<file path="src/rtl/mc_ctrl_pkg.sv">
// mc_ctrl_pkg: shared control encodings for the multicycle MIPS controller.
// Opcode/funct constants, ALUOp codes, datapath select encodings and FSM states.
package mc_ctrl_pkg;
  typedef enum logic [2:0] {S_IF, S_ID, S_EXE, S_MEM, S_WB, S_HALT} state_e;
  localparam logic [4:0] ALUOp_NOP  = 5'd0;
  localparam logic [4:0] ALUOp_ADD  = 5'd1;
  localparam logic [4:0] ALUOp_ADDU = 5'd2;
  localparam logic [4:0] ALUOp_SUB  = 5'd3;
  localparam logic [4:0] ALUOp_SUBU = 5'd4;
  localparam logic [4:0] ALUOp_AND  = 5'd5;
  localparam logic [4:0] ALUOp_OR   = 5'd6;
  localparam logic [4:0] ALUOp_XOR  = 5'd7;
  localparam logic [4:0] ALUOp_NOR  = 5'd8;
  localparam logic [4:0] ALUOp_SLT  = 5'd9;
  localparam logic [4:0] ALUOp_SLTU = 5'd10;
  localparam logic [4:0] ALUOp_SLL  = 5'd11;
  localparam logic [4:0] ALUOp_SRL  = 5'd12;
  localparam logic [4:0] ALUOp_SRA  = 5'd13;
  localparam logic [4:0] ALUOp_EQL  = 5'd14;
  localparam logic [4:0] ALUOp_BNE  = 5'd15;
  localparam logic [1:0] NPC_PC4 = 2'd0, NPC_BR = 2'd1, NPC_J = 2'd2, NPC_JR = 2'd3;
  localparam logic [1:0] EXT_ZERO = 2'd0, EXT_SIGN = 2'd1, EXT_LUI = 2'd2;
  localparam logic [1:0] WD_ALU = 2'd0, WD_MDR = 2'd1, WD_PC = 2'd2;
  localparam logic [1:0] GPR_RD = 2'd0, GPR_RT = 2'd1, GPR_RA = 2'd2;
  localparam logic [5:0] OP_R     = 6'h00;
  localparam logic [5:0] OP_J     = 6'h02;
  localparam logic [5:0] OP_JAL   = 6'h03;
  localparam logic [5:0] OP_BEQ   = 6'h04;
  localparam logic [5:0] OP_BNE   = 6'h05;
  localparam logic [5:0] OP_ADDI  = 6'h08;
  localparam logic [5:0] OP_ADDIU = 6'h09;
  localparam logic [5:0] OP_SLTI  = 6'h0A;
  localparam logic [5:0] OP_SLTIU = 6'h0B;
  localparam logic [5:0] OP_ANDI  = 6'h0C;
  localparam logic [5:0] OP_ORI   = 6'h0D;
  localparam logic [5:0] OP_XORI  = 6'h0E;
  localparam logic [5:0] OP_LUI   = 6'h0F;
  localparam logic [5:0] OP_LW    = 6'h23;
  localparam logic [5:0] OP_SW    = 6'h2B;
  localparam logic [5:0] FN_SLL  = 6'h00;
  localparam logic [5:0] FN_SRL  = 6'h02;
  localparam logic [5:0] FN_SRA  = 6'h03;
  localparam logic [5:0] FN_SLLV = 6'h04;
  localparam logic [5:0] FN_SRLV = 6'h06;
  localparam logic [5:0] FN_SRAV = 6'h07;
  localparam logic [5:0] FN_JR   = 6'h08;
  localparam logic [5:0] FN_ADD  = 6'h20;
  localparam logic [5:0] FN_ADDU = 6'h21;
  localparam logic [5:0] FN_SUB  = 6'h22;
  localparam logic [5:0] FN_SUBU = 6'h23;
  localparam logic [5:0] FN_AND  = 6'h24;
  localparam logic [5:0] FN_OR   = 6'h25;
  localparam logic [5:0] FN_XOR  = 6'h26;
  localparam logic [5:0] FN_NOR  = 6'h27;
  localparam logic [5:0] FN_SLT  = 6'h2A;
  localparam logic [5:0] FN_SLTU = 6'h2B;
  function automatic logic is_branch(input logic [5:0] op);
    return op == OP_BEQ || op == OP_BNE;
  endfunction
endpackage

</file>
<file path="src/rtl/mc_alu_dec.sv">
// mc_alu_dec: combinational (opcode, funct) decode into ALU operation, shamt select,
// immediate extension mode and an instruction-legal flag.
module mc_alu_dec
  import mc_ctrl_pkg::*;
(
  input  logic [5:0] op_i,
  input  logic [5:0] funct_i,
  output logic [4:0] alu_op_o,
  output logic       alu_src_a_o,
  output logic [1:0] ext_op_o,
  output logic       legal_o
);
  always_comb begin
    alu_op_o    = ALUOp_NOP;
    alu_src_a_o = 1'b0;
    ext_op_o    = EXT_ZERO;
    legal_o     = 1'b1;
    case (op_i)
      OP_R: case (funct_i)
        FN_SLL:  begin alu_op_o = ALUOp_SLL; alu_src_a_o = 1'b1; end
        FN_SRL:  begin alu_op_o = ALUOp_SRL; alu_src_a_o = 1'b1; end
        FN_SRA:  begin alu_op_o = ALUOp_SRA; alu_src_a_o = 1'b1; end
        FN_SLLV: alu_op_o = ALUOp_SLL;
        FN_SRLV: alu_op_o = ALUOp_SRL;
        FN_SRAV: alu_op_o = ALUOp_SRA;
        FN_JR:   legal_o  = 1'b1;
        FN_ADD:  alu_op_o = ALUOp_ADD;
        FN_ADDU: alu_op_o = ALUOp_ADDU;
        FN_SUB:  alu_op_o = ALUOp_SUB;
        FN_SUBU: alu_op_o = ALUOp_SUBU;
        FN_AND:  alu_op_o = ALUOp_AND;
        FN_OR:   alu_op_o = ALUOp_OR;
        FN_XOR:  alu_op_o = ALUOp_XOR;
        FN_NOR:  alu_op_o = ALUOp_NOR;
        FN_SLT:  alu_op_o = ALUOp_SLT;
        FN_SLTU: alu_op_o = ALUOp_SLTU;
        default: legal_o  = 1'b0;
      endcase
      OP_J, OP_JAL: legal_o = 1'b1;
      OP_BEQ:   alu_op_o = ALUOp_EQL;
      OP_BNE:   alu_op_o = ALUOp_BNE;
      OP_ADDI:  begin alu_op_o = ALUOp_ADD;  ext_op_o = EXT_SIGN; end
      OP_ADDIU: begin alu_op_o = ALUOp_ADDU; ext_op_o = EXT_SIGN; end
      OP_SLTI:  begin alu_op_o = ALUOp_SLT;  ext_op_o = EXT_SIGN; end
      OP_SLTIU: begin alu_op_o = ALUOp_SLTU; ext_op_o = EXT_SIGN; end
      OP_ANDI:  alu_op_o = ALUOp_AND;
      OP_ORI:   alu_op_o = ALUOp_OR;
      OP_XORI:  alu_op_o = ALUOp_XOR;
      OP_LUI:   ext_op_o = EXT_LUI;
      OP_LW, OP_SW: begin alu_op_o = ALUOp_ADD; ext_op_o = EXT_SIGN; end
      default:  legal_o = 1'b0;
    endcase
  end
endmodule

</file>
<file path="src/rtl/mc_ctrl.sv">
// mc_ctrl: multicycle MIPS control FSM (IF/ID/EXE/MEM/WB) driving datapath selects and strobes.
// MC_ILLEGAL_TRAP_EN adds an Illegal output and a sticky S_HALT state for undefined instructions.
module mc_ctrl
  import mc_ctrl_pkg::*;
(
  input  logic       clk,
  input  logic       rst,
  input  logic [5:0] Op,
  input  logic [5:0] Funct,
  input  logic       Zero,
  output logic       PCWr,
  output logic       IRWr,
  output logic       RFWr,
  output logic       DMWr,
  output logic [4:0] ALUOp,
  output logic       ALUSrcA,
  output logic       ALUSrcB,
  output logic [1:0] EXTOp,
  output logic [1:0] GPRSel,
  output logic [1:0] WDSel,
  output logic [1:0] NPCOp
`ifdef MC_ILLEGAL_TRAP_EN
  ,
  output logic       Illegal
`endif
);
`ifdef MC_ILLEGAL_TRAP_EN
  localparam state_e S_ILL = S_HALT;
`else
  localparam state_e S_ILL = S_IF;
`endif
  state_e     state_q, state_d;
  logic [4:0] dec_alu_op;
  logic       dec_src_a, legal;
  logic [1:0] dec_ext;
  logic       is_r, is_jr, is_ld, is_st, is_br;
  mc_alu_dec u_dec (
    .op_i(Op), .funct_i(Funct), .alu_op_o(dec_alu_op),
    .alu_src_a_o(dec_src_a), .ext_op_o(dec_ext), .legal_o(legal)
  );
  assign is_r  = Op == OP_R;
  assign is_jr = is_r && Funct == FN_JR;
  assign is_ld = Op == OP_LW;
  assign is_st = Op == OP_SW;
  assign is_br = is_branch(Op);
`ifdef MC_ILLEGAL_TRAP_EN
  assign Illegal = rst && state_q == S_HALT;
`endif
  always_ff @(posedge clk or negedge rst)
    if (!rst) state_q <= S_IF;
    else      state_q <= state_d;
  // Outputs are all-zero while reset is held, even though the state already reads S_IF.
  always_comb begin
    PCWr    = 1'b0;
    IRWr    = 1'b0;
    RFWr    = 1'b0;
    DMWr    = 1'b0;
    ALUOp   = ALUOp_NOP;
    ALUSrcA = 1'b0;
    ALUSrcB = 1'b0;
    EXTOp   = EXT_ZERO;
    GPRSel  = GPR_RD;
    WDSel   = WD_ALU;
    NPCOp   = NPC_PC4;
    state_d = state_q;
    if (rst) case (state_q)
      S_IF: begin
        IRWr    = 1'b1;
        PCWr    = 1'b1;
        state_d = S_ID;
      end
      S_ID: begin
        state_d = S_EXE;
        if (!legal) state_d = S_ILL;
        else if (Op == OP_J || Op == OP_JAL || is_jr) begin
          PCWr    = 1'b1;
          NPCOp   = is_jr ? NPC_JR : NPC_J;
          state_d = S_IF;
          if (Op == OP_JAL) begin
            RFWr   = 1'b1;
            GPRSel = GPR_RA;
            WDSel  = WD_PC;
          end
        end
      end
      S_EXE: begin
        ALUOp   = dec_alu_op;
        ALUSrcA = dec_src_a;
        EXTOp   = dec_ext;
        ALUSrcB = !is_r && !is_br;
        state_d = (is_ld || is_st) ? S_MEM : S_WB;
        if (is_br) begin
          NPCOp   = NPC_BR;
          PCWr    = (Op == OP_BEQ) ? Zero : !Zero;
          state_d = S_IF;
        end
      end
      S_MEM: begin
        DMWr    = is_st;
        state_d = is_st ? S_IF : S_WB;
      end
      S_WB: begin
        RFWr    = 1'b1;
        GPRSel  = is_r ? GPR_RD : GPR_RT;
        WDSel   = is_ld ? WD_MDR : WD_ALU;
        state_d = S_IF;
      end
      S_HALT: state_d = S_ILL;
      default: state_d = S_IF;
    endcase
  end
endmodule

</file>
<file path="config.mk">
export PLATFORM = sky130hd
export DESIGN_NAME = mc_ctrl
export DESIGN_NICKNAME = d
export VERILOG_FILES = /design/src/rtl/mc_ctrl_pkg.sv /design/src/rtl/mc_alu_dec.sv /design/src/rtl/mc_ctrl.sv
export SDC_FILE = /design/constraint.sdc
export NUM_CORES = 1
export LEC_CHECK = 0
export CORE_MARGIN = 2
export CORE_UTILIZATION = 25
export CTS_CLUSTER_DIAMETER = 40
export DETAILED_ROUTE_END_ITERATION = 16
export GPL_TIMING_DRIVEN = 0
export PLACE_DENSITY_LB_ADDON = 0.25
export SLEW_MARGIN = 10
export SYNTH_ARGS = -nofsm -noshare
export SYNTH_HDL_FRONTEND = slang
export SYNTH_HIERARCHICAL = 1
export SYNTH_SLANG_ARGS = --single-unit
</file>
<file path="constraint.sdc">
create_clock -name clk -period 3.93 [get_ports clk]
set_clock_uncertainty 0.1 [all_clocks]
set_input_delay 0.786 -clock clk [delete_from_list [all_inputs] [get_ports clk]]
set_output_delay 0.786 -clock clk [all_outputs]
set_load 0.05 [all_outputs]
</file>
---- Word-level counts from Yosys, hierarchy flattened ----
Cells that the tools add are included.
operators by class
  $add $sub $neg .......................... 0
  multiply operators ...................... 0
  div/mod/pow operators ................... 0
  $lt $le $gt $ge ......................... 0
  equal/unequal tests ..................... 34
  shifts and indexed selects .............. 0
  muxes and demuxes ....................... 51
  bitwise operators ....................... 0
  reduce and logical (&&, ||, !) cells .... 20
operators by type and width
  operator                                        count
  == test 6 bit (second input constant)           12
  == test 6 x 4 -> 1 bit (second input constant)  9
  case mux 4 bit (13 select lines)                1
  case mux 5 bit (10 select lines)                1
  == test 6 x 3 -> 1 bit (second input constant)  5
  == test 6 x 2 -> 1 bit (second input constant)  4
  2-to-1 mux 1 bit                                24
  2-to-1 mux 2 bit                                12
  OR reduction 17 bit                             1
  case mux 2 bit (2 select lines)                 4
  OR reduction 14 bit                             1
  zero test 6 bit                                 2
  case mux 3 bit (4 select lines)                 1
  2-to-1 mux 5 bit                                2
  2-to-1 mux 3 bit                                3
  == test 3 x 2 -> 1 bit (second input constant)  2
  OR reduction 2 bit                              3
  OR reduction 3 bit                              2
  OR reduction 6 bit                              1
  logical OR 1 bit                                4
  case mux 1 bit (2 select lines)                 2
  == test 3 x 1 -> 1 bit (second input constant)  1
  == test 3 bit (second input constant)           1
  zero test 1 bit                                 3
  other kinds (3)                                 4
word-level totals
  register bits ........................... 3
  bits in latches ......................... 0
  bits in writable memories ............... 0
  bits in read-only memories .............. 0
  input port bits ......................... 15
  output and inout bits ................... 19
  logic and storage cells ................. 106
  memories kept ........................... 0

---- Longest topological paths before layout ----
Gate-level depths: netlist (run 1).
  depth after elaboration ................. 7
  mapped depth ............................ 9
  gate-level depth less buffers ........... 7

---- Hierarchy ----
Netlist (run 1), hierarchy kept.
by module, submodules not included
  module      instances  cells an instance  area an instance (um^2)  seq. area each (um^2)
  mc_ctrl     1          69                 511.7                    75.1
  mc_alu_dec  1          68                 442.9                    0.0

---- Least setup slack after synthesis (run 1) ----
No wires, ideal clock.
  path kind ............................... input-to-output
  start point ............................. in Op[1]
  end point ............................... out WDSel[1]
  arrival ................................. 3630 ps
  data required time ...................... 3044 ps
  path slack .............................. -586 ps
  cell stages on the path ................. 9
  path buffers ............................ 2
  cell sequence ........................... buf_6 -> or4_4 -> nor2_4 -> o2111ai_1 -> a31oi_1 -> nor2b_1 -> nand3_1 -> nor3_1 -> buf_4
between the ends
  elaborated cells on any way between the ends .. 25
  those cells by class .................... eq/ne: 14; mux: 6; reduce/logical: 5
RTL lines
  item                                         line              RTL
  start: declaration                           mc_ctrl.sv:8      input logic [5:0] Op,
  == test 6 bit, or another cell as far along  mc_alu_dec.sv:18  case (op_i)
  OR reduction 14 bit (no source line)         -
  case mux 1 bit (2 select lines) *            mc_alu_dec.sv:18
  net legal                                    mc_ctrl.sv:34     logic dec_src_a, legal;
  2-to-1 mux 2 bit *                           mc_ctrl.sv:74     if (!legal) state_d = S_ILL;
  case mux 2 bit (2 select lines) *            mc_ctrl.sv:66     if (rst) case (state_q)
  2-to-1 mux 2 bit *                           mc_ctrl.sv:66
  end: declaration                             mc_ctrl.sv:20     output logic [1:0] WDSel,
The timed path passes the listed nets; every way through them passes the cells marked *.

---- Worst setup path after layout (run 1) ----
  start point ............................. in Funct[1]
  end point ............................... out WDSel[1]
between the ends
  word-level cells in the longest chain between the ends .. 7
  elaborated cells on any way between the ends .. 26
  those cells by class .................... eq/ne: 16; mux: 6; reduce/logical: 4
RTL lines
  item                                                  line              RTL
  start: declaration                                    mc_ctrl.sv:9      input logic [5:0] Funct,
  == test 6 x 4 -> 1 bit, or another cell as far along  mc_alu_dec.sv:19  OP_R: case (funct_i)
  OR reduction 17 bit (no source line) *                -
  2-to-1 mux 1 bit *                                    mc_alu_dec.sv:19
  case mux 1 bit (2 select lines) *                     mc_alu_dec.sv:18
  net legal                                             mc_ctrl.sv:34
  2-to-1 mux 2 bit *                                    mc_ctrl.sv:74
  case mux 2 bit (2 select lines) *                     mc_ctrl.sv:66
  2-to-1 mux 2 bit *                                    mc_ctrl.sv:66
Marks and branches as above.

==> results of run 1 <==
-- power groups by stage --
stage / combinational [uW] / sequential (uW) / clock (uW)
floorplan: 105 / 42.3 / 0
CTS: 160 / 45.2 / 91.7
finish: 160 / 45.9 / 88.3
global route: 174 / 46.9 / 96.9
detailed placement: 158 / 44.9 / 0
global placement: 156 / 44.9 / 0
-- cells by family after synthesis --
group / count (synthesis)
compound gates: 38
xor+xnor: 1
buf+inv: 17
flops: 3
mux: 2
other cells: 1
simple gates: 75
-- area by class of cell --
type / count / area [um^2]
plain buffers: 12 / 73.82
clock buffers: 4 / 45.04
fillers: 394 / 2271
inverters: 5 / 18.77
multi-input cells: 117 / 837.1
flip-flops and latches: 3 / 75.07
well taps: 48 / 60.06
repair buffers: 32 / 280.3
-- per-layer routing --
layer  vias up  global-route usage
li1        590                   -
met5         -                   0
met1       559              0.1684
met3         2             0.01704
met4         0             0.03385
met2        35              0.2197
-- repair_timing --
action	in CTS	in global routing
resized for setup	67	8
pin swaps	2	1
setup endpoints to repair	16	7
-- worst paths after layout --
check | slack, ns | endpoint | cells past startpoint
setup / recovery | 0.10 | WDSel[1] | 11
hold / removal | 0.55 | state_q[1]$_DFFE_PN0P_ | 3
setup reg to reg | 2.21 | state_q[1]$_DFFE_PN0P_ | 5
hold reg to reg | 0.55 | state_q[1]$_DFFE_PN0P_ | 3
max in group asynchronous | 2.75 | state_q[2]$_DFFE_PN0P_ | 1
min in group asynchronous | 0.74 | state_q[1]$_DFFE_PN0P_ | 1
-- worst reg2reg max path, cell delays in order (launching register included) --
cell                       delay, ns
sky130_fd_sc_hd__dfrtp_1        0.37
sky130_fd_sc_hd__clkbuf_2       0.23
sky130_fd_sc_hd__nor4bb_1       0.27
sky130_fd_sc_hd__clkbuf_1       0.35
sky130_fd_sc_hd__a32oi_1        0.18
sky130_fd_sc_hd__o21ai_1        0.13
-- cell usage in the layout, fill, tap and decap left out, types with 3 or more instances in the layout --
cell                               n
sky130_fd_sc_hd__nor3_2            3
sky130_fd_sc_hd__nand2b_1          4
sky130_fd_sc_hd__clkbuf_1          3
sky130_fd_sc_hd__o21ai_0           7
sky130_fd_sc_hd__inv_1             5
sky130_fd_sc_hd__nor2_1            9
sky130_fd_sc_hd__buf_2             5
sky130_fd_sc_hd__nor2b_1           7
sky130_fd_sc_hd__and3_1            3
sky130_fd_sc_hd__clkbuf_2          4
sky130_fd_sc_hd__buf_4             5
sky130_fd_sc_hd__dfrtp_1           3
sky130_fd_sc_hd__nand2_1           5
sky130_fd_sc_hd__clkbuf_8          3
sky130_fd_sc_hd__a31oi_1           4
sky130_fd_sc_hd__and2_1           11
sky130_fd_sc_hd__clkdlybuf4s50_1  12
sky130_fd_sc_hd__nor3_1            6
sky130_fd_sc_hd__a21oi_1           4
sky130_fd_sc_hd__clkbuf_4          3
sky130_fd_sc_hd__dlygate4sd2_1    10
-- per-stage QoR --
step	setup TNS (ns)	cell area, um^2	setup slack [ns]
2_1_floorplan	-0.1371	969.7	-0.1371
3_3_place_gp	-8.595	1350	-1.084
3_5_place_dp	-8.588	1350	-1.084
4_1_cts	0	1381	0.009862
5_1_grt	-0.09608	1390	-0.05750
6_report	0	1390	0.1021
==> load_flow_metrics.sql, run 1 <==
INSERT INTO impl_metrics (metric_group, metric, value, unit) VALUES
('critical_path', 'endpoint_kind', 'primary output', ''),
('logic_synthesis', 'synthDominantCellAreaShare', '0.07864', ''),
('floorplan', 'std_cell_rows', '22', ''),
('placement', 'dp.cells', '217', ''),
('critical_path', 'critical_path_buf_inv_count', '4', ''),
('timing', 'worst_hold_slack', '0.5533', 'ns'),
('power', 'power_frac_seq', '0.156', ''),
('clock_tree', 'ctsHtreeMaxLevel', '1', ''),
('min_path', 'hold_path.class', 'reg -> reg', ''),
('logic_synthesis', 'post_synth_and_or_nand_nor_area_fraction', '0.4967', ''),
('job', 'maxCapViolCount', '0', ''),
('clock_tree', 'worst_skew_pair.late_latency', '0.21', 'ns'),
('route', 'detail_route.wirelength.met1', '1279', 'um'),
('global_routing', 'initial_antenna_violation_count', '0', ''),
('route', 'detailroute.via_count', '1186', ''),
('logic_synthesis', 'synth_mux_area_frac', '0.02097', ''),
('logic_synthesis', 'synth_xor_xnor_area_share', '0.009174', ''),
('final_layout', 'layoutNonFillerInstCount', '221', ''),
('power', 'irDropWorstVdd', '0.0002118', 'V'),
('critical_path', 'crit_path_max_incr_delay', '0.47', 'ns'),
('power', 'powerDensity', '212.0', 'nW/um^2'),
('floorplan', 'dieWidth', '65.80', 'um'),
('logic_synthesis', 'synth-seq-cells', '3', ''),
('logic_synthesis', 'seq_area_frac_synth', '0.07864', ''),
('logic_synthesis', 'synth_nets', '152', ''),
('power', 'p_leak', '0.0005690', 'uW'),
('timing', 'finalHoldViolations', '0', ''),
('critical_path', 'critPathMostFrequentCell', 'sky130_fd_sc_hd__buf_4', ''),
('placement', 'port_buffers', '32', ''),
('outcome', 'outcome', 'completed', ''),
('power', 'internal_power', '171.4', 'uW'),
('global_routing', 'largest_net_degree_at_the_start_of_global_routing', '14', ''),
('critical_path', 'max_fo_critical_path', '10', ''),
('timing', 'finalWorstPathRequiredPeriod', '3.828', 'ns'),
('final_layout', 'final_layout_size_suffix_gt1_frac', '0.2370', ''),
('critical_path', 'worst_r2r_startpoint', 'state_q[1]$_DFFE_PN0P_', ''),
('logic_synthesis', 'synth_top_family_by_area', 'simple AND/OR/NAND/NOR gates', ''),
('critical_path', 'worstPathArrival', '2.94', 'ns'),
('logic_synthesis', 'synth.area.top_cells', 'sky130_fd_sc_hd__dfrtp_1 (7.9%), sky130_fd_sc_hd__and2_1 (7.2%), sky130_fd_sc_hd__nor2b_1 (5.9%)', ''),
('global_routing', 'grt_use_total', '0.1284', ''),
('floorplan', 'core_area', '3661', 'um^2'),
('logic_synthesis', 'arithmetic_cell_share_of_the_synthesized_area_counting_full_adders_half_adders_and_majority_gates', '0', ''),
('clock_tree', 'clock_path_buffers', '2', ''),
('critical_path', 'crit_chain', 'clkdlybuf4s50_1 -> clkbuf_2 -> nor2b_1 -> o21ai_0 -> o2111ai_1 -> a31oi_1 -> nor2b_4 -> nand3_2 -> nor3_2 -> buf_4 -> buf_4', ''),
('timing', 'final_max_slew_viol_count', '0', ''),
('final_layout', 'largest_registers', 'state_q (3)', ''),
('global_routing', 'first_pass_grt_wire_length', '4485', 'um'),
('final_layout', 'fin_util', '0.3797', ''),
('logic_synthesis', 'ys_types', '59', ''),
('logic_synthesis', 'syn_avg_cell_area', '6.968', 'um^2'),
('route', 'avgViaCountPerCell', '5.367', ''),
('critical_path', 'critical_path.startpoint', 'Funct[1]', ''),
('power', 'netSwitchingFraction', '0.4182', ''),
('logic_synthesis', 'synth-main-ff-cell', 'sky130_fd_sc_hd__dfrtp_1', ''),
('route', 'met2WireLength', '1421', 'um'),
('floorplan', 'floorplan.initialDensity', '0.2608', ''),
('clock_tree', 'clk_transition_reported_paths', '0.03', 'ns'),
('floorplan', 'die_area', '4329', 'um^2'),
('placement', 'routabilityCongestion', '0.8325', ''),
('critical_path', 'critical_path.top_delay_family', 'buffers and inverters', ''),
('critical_path', 'crit_path_start_kind', 'primary input', ''),
('clock_tree', 'post_cts_hold_buffer_count', '0', ''),
('power', 'switchingPower', '123.2', 'uW'),
('timing', 'unrepaired_setup_endpoints_after_global_routing', 'yes', ''),
('power', 'power_frac_clock', '0.300', ''),
('route', 'drtAntennaViolNets', '0', ''),
('route', 'first_pass_iters', '4', ''),
('global_routing', 'overflow', '0', ''),
('route', 'drc', '0', ''),
('final_layout', 'largest_register_ff_count', '3', ''),
('min_path', 'hold_path.startpoint', 'state_q[1]$_DFFE_PN0P_', '');
Note: power is estimated with default switching activity, not from simulation.
==> inputs of run 2 (changes only) <==
- CTS_CLUSTER_DIAMETER: 40 -> 150
==> results of run 2 <==
The final DEF is identical to that of run 1; final timing and power are the same.
